$ cat src/rtl/pitch_frac_search.sv
// rtl/pitch_frac_search.sv - G.729 fractional pitch lag refinement sequencer driving Interpol_3
// Optional: PITCH_FRAC_SKIP_EN skips the search for long first-subframe lags.
module pitch_frac_search #(
    parameter int ADDR_W   = 12,
    parameter int DATA_W   = 16,
    parameter int FRAC_MIN = -2,
    parameter int FRAC_MAX = 2,
    parameter int T0_SKIP  = 84
) (
    input  logic              clk,
    input  logic              reset,
    input  logic              start,
    input  logic [DATA_W-1:0] t0,
    input  logic              i_subfr,
    input  logic [ADDR_W-1:0] corr_base,
    output logic              interp_start,
    output logic [ADDR_W-1:0] interp_x,
    output logic [DATA_W-1:0] interp_frac,
    input  logic [DATA_W-1:0] interp_result,
    input  logic              interp_done,
    output logic [DATA_W-1:0] t0_out,
    output logic [DATA_W-1:0] frac_out,
    output logic [DATA_W-1:0] max_out,
    output logic              done
);

    typedef enum logic [2:0] {
        S_IDLE,
        S_CHECK,
        S_LAUNCH,
        S_WAIT,
        S_COMPARE,
        S_ADJUST,
        S_DONE
    } state_t;

    localparam logic [DATA_W-1:0] L_FRAC_MIN = DATA_W'(FRAC_MIN);
    localparam logic [DATA_W-1:0] L_FRAC_MAX = DATA_W'(FRAC_MAX);
    localparam logic [DATA_W-1:0] L_EDGE_LO  = DATA_W'(-2);
    localparam logic [DATA_W-1:0] L_EDGE_HI  = DATA_W'(2);
    localparam logic [DATA_W-1:0] L_ONE      = DATA_W'(1);
    localparam logic [DATA_W-1:0] L_NEG_ONE  = DATA_W'(-1);

    state_t            r_state;
    state_t            w_next;
    logic [DATA_W-1:0] r_t0;
    logic [ADDR_W-1:0] r_x;
    logic [DATA_W-1:0] r_frac;
    logic [DATA_W-1:0] r_res;
    logic [DATA_W-1:0] r_max;
    logic [DATA_W-1:0] r_best;
    logic [DATA_W-1:0] r_t0_out;
    logic [DATA_W-1:0] r_frac_out;
    logic [DATA_W-1:0] r_max_out;
    logic              w_skip;
    logic              w_better;
    logic              w_last;

`ifdef PITCH_FRAC_SKIP_EN
    logic r_subfr;

    always_ff @(posedge clk) begin
        if (reset) begin
            r_subfr <= 1'b0;
        end else if (r_state == S_IDLE && start) begin
            r_subfr <= i_subfr;
        end
    end

    assign w_skip = !r_subfr && (r_t0 > DATA_W'(T0_SKIP));
`else
    logic [DATA_W-1:0] w_unused_skip;

    assign w_unused_skip = {{(DATA_W-1){1'b0}}, i_subfr} ^ DATA_W'(T0_SKIP);
    assign w_skip        = 1'b0;
`endif

    // First fraction always seeds MAX; later ones need a strictly larger signed value,
    // so ties keep the more negative fraction.
    assign w_better = (r_frac == L_FRAC_MIN) || ($signed(r_res) > $signed(r_max));
    assign w_last   = $signed(r_frac) >= $signed(L_FRAC_MAX);

    always_ff @(posedge clk) begin
        if (reset) begin
            r_state <= S_IDLE;
        end else begin
            r_state <= w_next;
        end
    end

    always_comb begin
        w_next       = r_state;
        interp_start = 1'b0;
        done         = 1'b0;
        case (r_state)
            S_IDLE:    if (start) w_next = S_CHECK;
            S_CHECK:   w_next = w_skip ? S_ADJUST : S_LAUNCH;
            S_LAUNCH: begin
                interp_start = 1'b1;
                w_next       = S_WAIT;
            end
            S_WAIT:    if (interp_done) w_next = S_COMPARE;
            S_COMPARE: w_next = w_last ? S_ADJUST : S_LAUNCH;
            S_ADJUST:  w_next = S_DONE;
            S_DONE: begin
                done   = 1'b1;
                w_next = S_IDLE;
            end
            default:   w_next = S_IDLE;
        endcase
    end

    always_ff @(posedge clk) begin
        if (reset) begin
            r_t0       <= '0;
            r_x        <= '0;
            r_frac     <= '0;
            r_res      <= '0;
            r_max      <= '0;
            r_best     <= '0;
            r_t0_out   <= '0;
            r_frac_out <= '0;
            r_max_out  <= '0;
        end else begin
            case (r_state)
                S_IDLE: begin
                    if (start) begin
                        r_t0 <= t0;
                        r_x  <= corr_base + t0[ADDR_W-1:0];
                    end
                end
                S_CHECK: begin
                    if (w_skip) begin
                        r_best <= '0;
                        r_max  <= '0;
                    end else begin
                        r_frac <= L_FRAC_MIN;
                    end
                end
                S_WAIT: begin
                    if (interp_done) begin
                        r_res <= interp_result;
                    end
                end
                S_COMPARE: begin
                    if (w_better) begin
                        r_max  <= r_res;
                        r_best <= r_frac;
                    end
                    if (!w_last) begin
                        r_frac <= r_frac + L_ONE;
                    end
                end
                S_ADJUST: begin
                    // Edge winners fold onto the neighbouring integer lag.
                    if (r_best == L_EDGE_LO) begin
                        r_frac_out <= L_ONE;
                        r_t0_out   <= r_t0 - L_ONE;
                    end else if (r_best == L_EDGE_HI) begin
                        r_frac_out <= L_NEG_ONE;
                        r_t0_out   <= r_t0 + L_ONE;
                    end else begin
                        r_frac_out <= r_best;
                        r_t0_out   <= r_t0;
                    end
                    r_max_out <= r_max;
                end
                default: begin
                end
            endcase
        end
    end

    assign interp_x    = r_x;
    assign interp_frac = r_frac;
    assign t0_out      = r_t0_out;
    assign frac_out    = r_frac_out;
    assign max_out     = r_max_out;

endmodule
$ cat config.mk
export PLATFORM = sky130hd
export DESIGN_NAME = pitch_frac_search
export DESIGN_NICKNAME = d
export VERILOG_FILES = /design/src/rtl/pitch_frac_search.sv
export SDC_FILE = /design/constraint.sdc
export NUM_CORES = 1
export LEC_CHECK = 0
export ABC_AREA = 0
export CAP_MARGIN = 20
export CORE_MARGIN = 10
export CORE_UTILIZATION = 25
export CTS_CLUSTER_SIZE = 40
export DETAILED_ROUTE_END_ITERATION = 6
export PLACE_DENSITY = 0.51
export SLEW_MARGIN = 40
export SYNTH_ARGS = -nofsm -noshare
export SYNTH_HDL_FRONTEND = slang
export SYNTH_SLANG_ARGS = --single-unit
$ cat constraint.sdc
create_clock -name clk -period 2.37 [get_ports clk]
set_input_delay 0.5925 -clock clk [delete_from_list [all_inputs] [get_ports clk]]
set_output_delay 0.5925 -clock clk [all_outputs]
set_load 0.05 [all_outputs]
## After elaboration in Yosys (flattened, before gate mapping)

Cells that the tools add are included.

- Equality and inequality tests: 12
- Add/sub/neg operators: 4
- Multiplexer cells: 12
- Reductions and logical operators: 8
- $lt $le $gt $ge: 2

Operator list:

| kind | number |
|---|---|
| 16-bit two-way mux | 5 |
| 16-bit by 1-bit adder with 16-bit output, second input constant | 2 |
| 16-bit equality test, second input constant | 2 |
| 16-bit case mux with 2 select lines | 1 |
| 3-bit case mux with 6 select lines | 1 |
| 16-bit by 2-bit equality test with 1-bit output, second input constant | 1 |
| 16-bit by 3-bit >= comparator with 1-bit output, second input constant | 1 |
| 16-bit > comparator | 1 |
| 16-bit by 1-bit subtractor with 16-bit output, second input constant | 1 |
| 12-bit adder | 1 |
| 2-bit AND reduction | 5 |
| 3-bit equality test, second input constant | 3 |
| 3-bit two-way mux | 3 |
| 3-bit by 2-bit equality test with 1-bit output, second input constant | 2 |
| 2-bit inequality test, second input constant | 3 |
| 3-bit by 1-bit equality test with 1-bit output, second input constant | 1 |
| 3-bit zero test | 1 |
| 1-bit two-way mux | 2 |
| 2-bit nonzero test | 1 |
| 1-bit logical OR | 1 |

- Logic and storage cells: 48
- Bits of input ports: 49
- Output and inout bits: 78
- Register bits after elaboration: 143

## Depth between registers and ports, before layout

Gate-level depths: netlist of run 1.

- Word-level depth: 3
- Gate-level depth with buffers: 9
- Gate-level depth less buffers: 9

## Worst setup path after synthesis of run 1

No wires, ideal clock.

- Kind: register to register
- Start point: register r_frac[0], in the netlist interp_frac[0]
- End point: register r_frac[15], in the netlist interp_frac[15]
- Library setup time: 0.128 ns
- Cell stages (with the launch flop): 10
- Required time: 2.242 ns
- Clock period less this slack: 2.253 ns
- Slack: 0.117 ns
- Buffers on the path: 1
- Arrival time: 2.126 ns
- Cell sequence: dfxtp_1 inv_1 ha_1 nor4_1 a41oi_2 nor3_2 buf_4 nand3_1 a21oi_1 nor2_1

- Longest elaborated chain between the ends: 3
- Elaborated cells between the ends (all ways): 6
- Those cells by class: 1 x add/sub; 1 x order compare; 1 x eq/ne; 2 x mux; 1 x reduce/logical

RTL lines:

| element | RTL line | source |
|---|---|---|
| start: declaration | 48 | `logic [DATA_W-1:0] r_frac;` |
| start signal: assignment | 151 | `r_frac <= r_frac + L_ONE;` |
| 16-bit by 1-bit adder with 16-bit output / 16-bit by 3-bit >= comparator with 1-bit output (equally long branches) | 151, 81 |  |
| 16-bit two-way mux / 2-bit inequality test (equally long branches) | -- |  |
| 16-bit case mux with 2 select lines / 2-bit AND reduction (equally long branches) | -- |  |

Several ways; a longest one is shown, not always the timed one. The select of a mux whose other input is x is not followed.
A chain may end at the register's enable or synchronous reset.

## Worst setup path after layout of run 1

- Start point: input t0[2]
- End point: register r_x[2], in the netlist interp_x[2]

- Longest elaborated chain between the ends: 1

RTL lines:

| element | RTL line | source |
|---|---|---|
| start: declaration | 13 | `input logic [DATA_W-1:0] t0,` |
| 12-bit adder | 129 | `r_x <= corr_base + t0[ADDR_W-1:0];` |
| end signal: assignment | 129 |  |
| end: declaration | 47 | `logic [ADDR_W-1:0] r_x;` |

No other way between the ends.

==> results of run 1 <==
-- critical path: stages --
cell and delay, ps:
clkdlybuf4s50_1 540, ha_4 240, nor2b_2 160, buf_4 130, buf_4 120, buf_4 120, buf_4 120, buf_4 120
buf_4 120, buf_4 120, nor3_1 160, a21oi_1 60, nor2_1 70
-- routing by layer --
metal	up-vias	wire (um)
met1	3213	10400
met4	0	242
met3	20	1070
li1	3504	-
met2	125	10900
met5	-	0
-- through the flow --
| stage | setup TNS, ps | setup WS (ps) | util (%) | instance area (sq um) |
|---|---|---|---|---|
| 6_report | 0 | 84.5 | 35.2 | 9840 |
| 5_1_grt | -63.1 | -18.4 | 35.2 | 9840 |
| 4_1_cts | 0 | 16.7 | 35.0 | 9770 |
| 3_5_place_dp | -2640 | -465 | 32.6 | 9120 |
| 3_3_place_gp | -2410 | -428 | 32.6 | 9120 |
| 2_1_floorplan | 0 | 117 | - | 7120 |
-- synth_stat cells, drive strengths merged, types with 11 or more instances --
cell and n:
dfxtp 143, nand2 138, a21oi 134, nor2 55, nand3 50, o21ai 48
clkbuf 41, ha 31, nor3 31, inv 30, buf 24, nand4 17
nor4 16, a211oi 11, xor2 11
-- cells in the final DEF, fill, tap and decap left out, drive strengths merged, types with 8 or more instances in the layout --
| master | n |
|---|---|
| dfxtp | 143 |
| nand2 | 138 |
| a21oi | 134 |
| clkdlybuf4s50 | 104 |
| buf | 83 |
| nor2 | 55 |
| nand3 | 50 |
| o21ai | 48 |
| inv | 36 |
| nor3 | 31 |
| ha | 31 |
| clkbuf | 17 |
| nand4 | 17 |
| nor4 | 16 |
| a211oi | 11 |
| xor2 | 11 |
| and3 | 10 |
| xnor2 | 10 |
| nor4b | 9 |
| nor2b | 8 |
-- repair_timing --
action,4_1_cts,5_1_grt
pin swaps,3,9
resized for setup,10,15
endpoints found under the setup margin,34,40
setup buffers,6,1
-- power by group through the flow --
stage | Sequential, W | Combinational (W) | Clock (W)
2_1_floorplan | 0.00296 | 0.000594 | 0
3_3_place_gp | 0.00278 | 0.00132 | 0
3_5_place_dp | 0.00279 | 0.00132 | 0
4_1_cts | 0.00273 | 0.00133 | 0.00276
5_1_grt | 0.00275 | 0.00146 | 0.00287
6_report | 0.00273 | 0.00133 | 0.00267
-- cells by family (layout without fill, tap and decap cells) --
family / Yosys count / in the layout / synth area share [%]
and+or+nand+nor: 362 / 362 / 25.0
buffers and inverters: 95 / 258 / 5.67
adders and majority gates: 32 / 32 / 5.73
muxes: 6 / 6 / 0.843
xor gates and xnor gates: 21 / 21 / 2.58
AOI/OAI and AO/OA: 242 / 242 / 20.0
DFF: 143 / 143 / 40.2
-- state kept, by name, indices dropped and copies added, names as in the netlist --
| register | count |
|---|---|
| frac_out | 16 |
| interp_frac | 16 |
| max_out | 16 |
| r_best | 16 |
| r_max | 16 |
| r_res | 16 |
| r_t0 | 16 |
| t0_out | 16 |
| interp_x | 12 |
| r_state | 3 |
-- area by class of cell --
cell class | instances | area, sq um | share of cell area, %
inverters | 30 | 113 | 1.14
repair buffers | 196 | 1860 | 18.9
clock buffers | 17 | 425 | 4.32
clock inverters | 15 | 171 | 1.74
multi-input cells | 663 | 3940 | 40.0
well taps | 378 | 473 | 4.81
flip-flops and latches | 143 | 2860 | 29.1
-- path summary, 6_finish.rpt --
path,start,to,slack [ps],cells after the start
max,t0[2],interp_x[2],80,13
min,t0_out[5],t0_out[5],450,2
max reg2reg,r_max[15],r_best[0],170,9
min reg2reg,t0_out[5],t0_out[5],450,2
==> metrics.md, run 1 <==
| Metric | Value |
|---|---|
| Antenna violations before repair | `0` |
| Initial DRT Pass Iterations | `4` |
| Nets | `1132` |
| Largest net degree at the start of global routing | `73` |
| HP Class | `reg -> reg` |
| Largest fanout on the critical path | `4` |
| Async SR Flop Fraction | `0%` |
| DR WL/cell | `15.7 um` |
| Pwr dens | `684 nW/um^2` |
| Seq/Total Area, Yosys | `40.2%` |
| Number of vias per cell | `4.76` |
| Fillers | `3021` |
| Vias in the first global route | `6798` |
| First-pass GRT wire length | `37000 um` |
| H-tree Lvls | `4` |
| Main synth FF type | `dfxtp_1` |
| Final Non-Filler Cells | `1442` |
| Clk buf depth | `2` |
| Clock Power Share | `39.7%` |
| P_sw | `0.00225 W` |
| Post-synth EDFFs | `0` |
| Share of layout cells above drive strength 1 | `13.3%` |
| Ant. Diodes | `0` |
| Final Skew | `17.9 ps` |
| Max-slew violations | `0` |
| Syn-to-layout area delta | `38.1%` |
| Sw Share | `33.5%` |
| Avg Inst Size Synth | `7.91 sq um` |
| Root Driver | `clkbuf_16` |
| Grt total ovfl | `0` |
| Met1 Resource Use GR | `15.8%` |
| Routing usage on met2 | `21.0%` |
| Largest cells by area after synthesis | `dfxtp_1, a21oi_1, nand2_1, ha_1, nand3_1` |
| Drt initial violations | `384` |
| CTS tree | `yes` |
| Cell Int Power | `0.00447 W` |
| Final hold vios | `0` |
| Clock sinks | `143` |
| Kind of end point of the critical path | `flop` |
| Slew @ Worst Pin | `592 ps` |
| Max Cap Violations | `0` |
| Clock transition at path regs | `70 ps` |
| Minimum clock period | `2290 ps` |
| Yosys reg bits | `143` |
| DP HPWL | `16500 um` |
| Hold WS | `454 ps` |
| Total power | `0.00673 W` |
| Clock latency on the worst-skew pair | `440 ps` |
| Core Area | `27900 sq um` |
| Chip Width | `189 um` |
| Drt drc | `0` |
| LEAKAGE | `3.62 nW` |
| Cts bufs inserted | `17` |
| Die height | `189 um` |
| Top Ports | `127` |
| Post-route ant nets | `0` |
| Cts hold-fix bufs | `0` |
| IO buf count | `125` |
| Combinational share of power | `19.8%` |
| Die area | `35600 sq um` |
| Top-area cell type share of the netlist area | `40.2%` |
| GRT Total Usage | `12.7%` |
| Dpl cells | `1403` |
| Max Fclk | `438 MHz` |
| Starting Density | `25.5%` |
| Critical path class | `in -> reg` |
| Worst Path Required | `2740 ps` |
| Final Cycle Share | `96.4%` |
| Net Count, Synth | `982` |
| Crit path launch type | `input port` |
| Slew margin rel. | `60.4%` |
| WL final | `22700 um` |
| Max IR drop VDD | `0.473 mV` |
| Synth warn | `0` |
| Worst EP arrival | `2650 ps` |
| Netlist cell types | `67` |
| Synth Instances | `901` |
| Most Crowded Layer GR | `met2` |
| Status | `finished, final reports clean` |
| Reg power frac | `40.5%` |
| Syn Std Cell Area | `7120 sq um` |
| Row Count | `61` |
| Routability cong. | `0.812` |
| # setup viols final | `0` |
| GR Layer Usage met3 | `3.45%` |
| Total number of vias | `6862` |
| Synth area leader | `dfxtp_1` |
No activity file was read; power rests on OpenSTA's default activity.
==> run 2: changes to the inputs <==
==> constraint.sdc (replaced) <==
create_clock -name clk -period 2.6 [get_ports clk]
set_input_delay 0.65 -clock clk [delete_from_list [all_inputs] [get_ports clk]]
set_output_delay 0.65 -clock clk [all_outputs]
set_load 0.05 [all_outputs]
==> run 2 against run 1 <==
Critical path depth shrank 12. Sequential power shrank 8.4%. Die area is the same. Utilization shrank 0.98 points. Wire length shrank 1.9%. Clock power shrank 7%. Register-to-register slack gained 60 ps. Highest routed layer unchanged. Design area shrank 2.8%. Largest power group unchanged. Clock-buffer cell count is the same. Sequential share of layout area grew 0.83 points. Flip-flop and latch count is the same.
==> metrics.md, run 2 (synthesized netlist as in run 1, its figures left out) <==
| Metric | Value |
|---|---|
| Status | `finished, final reports clean` |
| WL final | `22300 um` |
| Initial DRT Pass Iterations | `5` |
| DP HPWL | `16500 um` |
| Row Count | `61` |
| Drt drc | `0` |
| Clock sinks | `143` |
| Most common cell after layout, fill and taps aside | `dfxtp_1` |
| Final Skew | `15.5 ps` |
| Antenna violations before repair | `0` |
| R2R depth | `11` |
| Critical path class | `reg -> out` |
| Top Ports | `127` |
| Cts hold-fix bufs | `0` |
| Max stage delay on crit path | `900 ps` |
| Post-route ant nets | `0` |
| Critical path's top delay family | `buffers and inverters` |
| Post-CTS sizing | `0` |
| Setup bufs post-CTS | `0` |
| LEAKAGE | `3.41 nW` |
| HP Class | `reg -> reg` |
| Max Cap Violations | `0` |
| Clock latency on the worst-skew pair | `420 ps` |
| Share of layout cells above drive strength 1 | `9.90%` |
| Setup crit end | `interp_frac[11]` |
| Clk buf depth | `2` |
| Max Fclk | `404 MHz` |
| Ant. Diodes | `0` |
| Vias in the first global route | `6747` |
| Cell count along the critical path | `1` |
| Largest fanout on the critical path | `7` |
| Cts bufs inserted | `17` |
| Nets | `1108` |
| Routability cong. | `0.809` |
| Crit path launch type | `flop` |
| Setup TNS | `0 ps` |
| CP Cell Sequence | `clkdlybuf4s50_1` |
| RR Endpoint | `r_max[12]` |
| Hold Path Cell Cnt | `2` |
| Die height | `189 um` |
| # setup viols final | `0` |
| RSZ-0062 raised after global routing | `no` |
| Pwr dens | `642 nW/um^2` |
| Beginning of the critical path | `interp_frac[11]` |
| Final Util | `34.2%` |
| Worst Path Required | `1950 ps` |
| Most frequent cells in the layout | `dfxtp_1, nand2_1, a21oi_1` |
| Final Cycle Share | `95.2%` |
| Flop-to-flop setup slack | `230 ps` |
| Core Area | `27900 sq um` |
| Minimum clock period | `2470 ps` |
| Slew @ Worst Pin | `651 ps` |
| Max-slew violations | `0` |
| Crit-path slowest cell | `clkdlybuf4s50_1` |
| Total number of vias | `6755` |
| Largest net degree at the start of global routing | `60` |
| R2r startpoint | `r_max[13]` |
| H-tree Lvls | `4` |
| Root Driver | `clkbuf_16` |
| Fillers | `3001` |
| Die area | `35600 sq um` |
| Drt initial violations | `423` |
| Final hold vios | `0` |
| Kind of end point of the critical path | `output port` |
| Starting Density | `25.5%` |
| CTS tree | `yes` |
| WP buf/inv | `1` |
| GRT Total Usage | `12.4%` |
| Chip Width | `189 um` |
| First-pass GRT wire length | `36300 um` |
| DR WL/cell | `15.7 um` |
| Clock transition at path regs | `70 ps` |
| Syn-to-layout area delta | `34.3%` |
| Worst EP arrival | `1820 ps` |
| Grt total ovfl | `0` |
| Slew margin rel. | `56.6%` |
| Number of vias per cell | `4.76` |
| IO buf count | `125` |
| Max IR drop VDD | `0.433 mV` |
==> run 2: changes by cell type in the layout (fill, tap and decap cells not counted), sizes merged <==
cell           previous run  this run
dlymetal6s2s              4         1
dlygate4sd2               5         0
buf                      83        50
inv                      36        37
clkdlybuf4s50           104       121
bufinv                    0         1
clkinv                    7         5
==> run 2: report_power, final <==
part,internal [W],leakage [nW],switching [W]
Combinational,0.000461,1.96,0.000704
Clock,0.00137,0.288,0.00111
Sequential,0.00230,1.16,0.000192
Total,0.00413,3.41,0.00201
==> run 2: worst reg2reg max path, cell delays in order (launching register included) <==
cell and delay (ps):
dfxtp_1 360, inv_1 60, ha_1 290, nand4_1 180
nor4_2 80, buf_4 140, a21boi_1 130, buf_4 150
o31ai_4 420, buf_12 240, nand3_1 90, a21oi_1 150
==> run 2: through the flow <==
step | setup slack, ps | instance area [sq um] | power [W] | hold WS (ps) | instances
floorplan | 344 | 7120 | 0.00324 | 445 | 901
detailed placement | -288 | 8950 | 0.00372 | 449 | 1386
global placement | -253 | 8950 | 0.00371 | 442 | 1386
CTS | 35.9 | 9550 | 0.00623 | 459 | 1418
finish | 126 | 9570 | 0.00614 | 452 | 1418
global route | 23.0 | 9570 | 0.00644 | 477 | 1418
==> run 2: cell type report <==
type	instances	area (sq um)	share of cell area (%)
Inverter	30	113	1.18
Multi-Input combinational cell	663	3880	40.6
Clock inverter	15	171	1.79
Tap cell	378	473	4.94
Sequential cell	143	2860	29.9
Clock buffer	17	425	4.45
Timing Repair Buffer	172	1640	17.1
==> run 2: how the worst min path moves through the flow <==
| stage | slack (ps) | to | startpoint |
|---|---|---|---|
| floorplan | 450 | max_out[10] | r_max[10] |
| global placement | 440 | t0_out[3] | t0_out[3] |
| detailed placement | 450 | interp_x[3] | interp_x[3] |
| CTS | 460 | t0_out[5] | t0_out[5] |
| global route | 480 | max_out[7] | max_out[7] |
| finish | 450 | t0_out[2] | t0_out[2] |
==> run 2: metal layers <==
metal | wire (um) | global-route usage [%] | share of wire (%) | up-vias
met5 | 0 | 0 | 0 | -
met4 | 136 | 2.81 | 0.61 | 0
met3 | 1130 | 3.77 | 5.1 | 8
met2 | 10600 | 21.0 | 48 | 135
met1 | 10400 | 15.1 | 47 | 3146
li1 | - | - | - | 3466
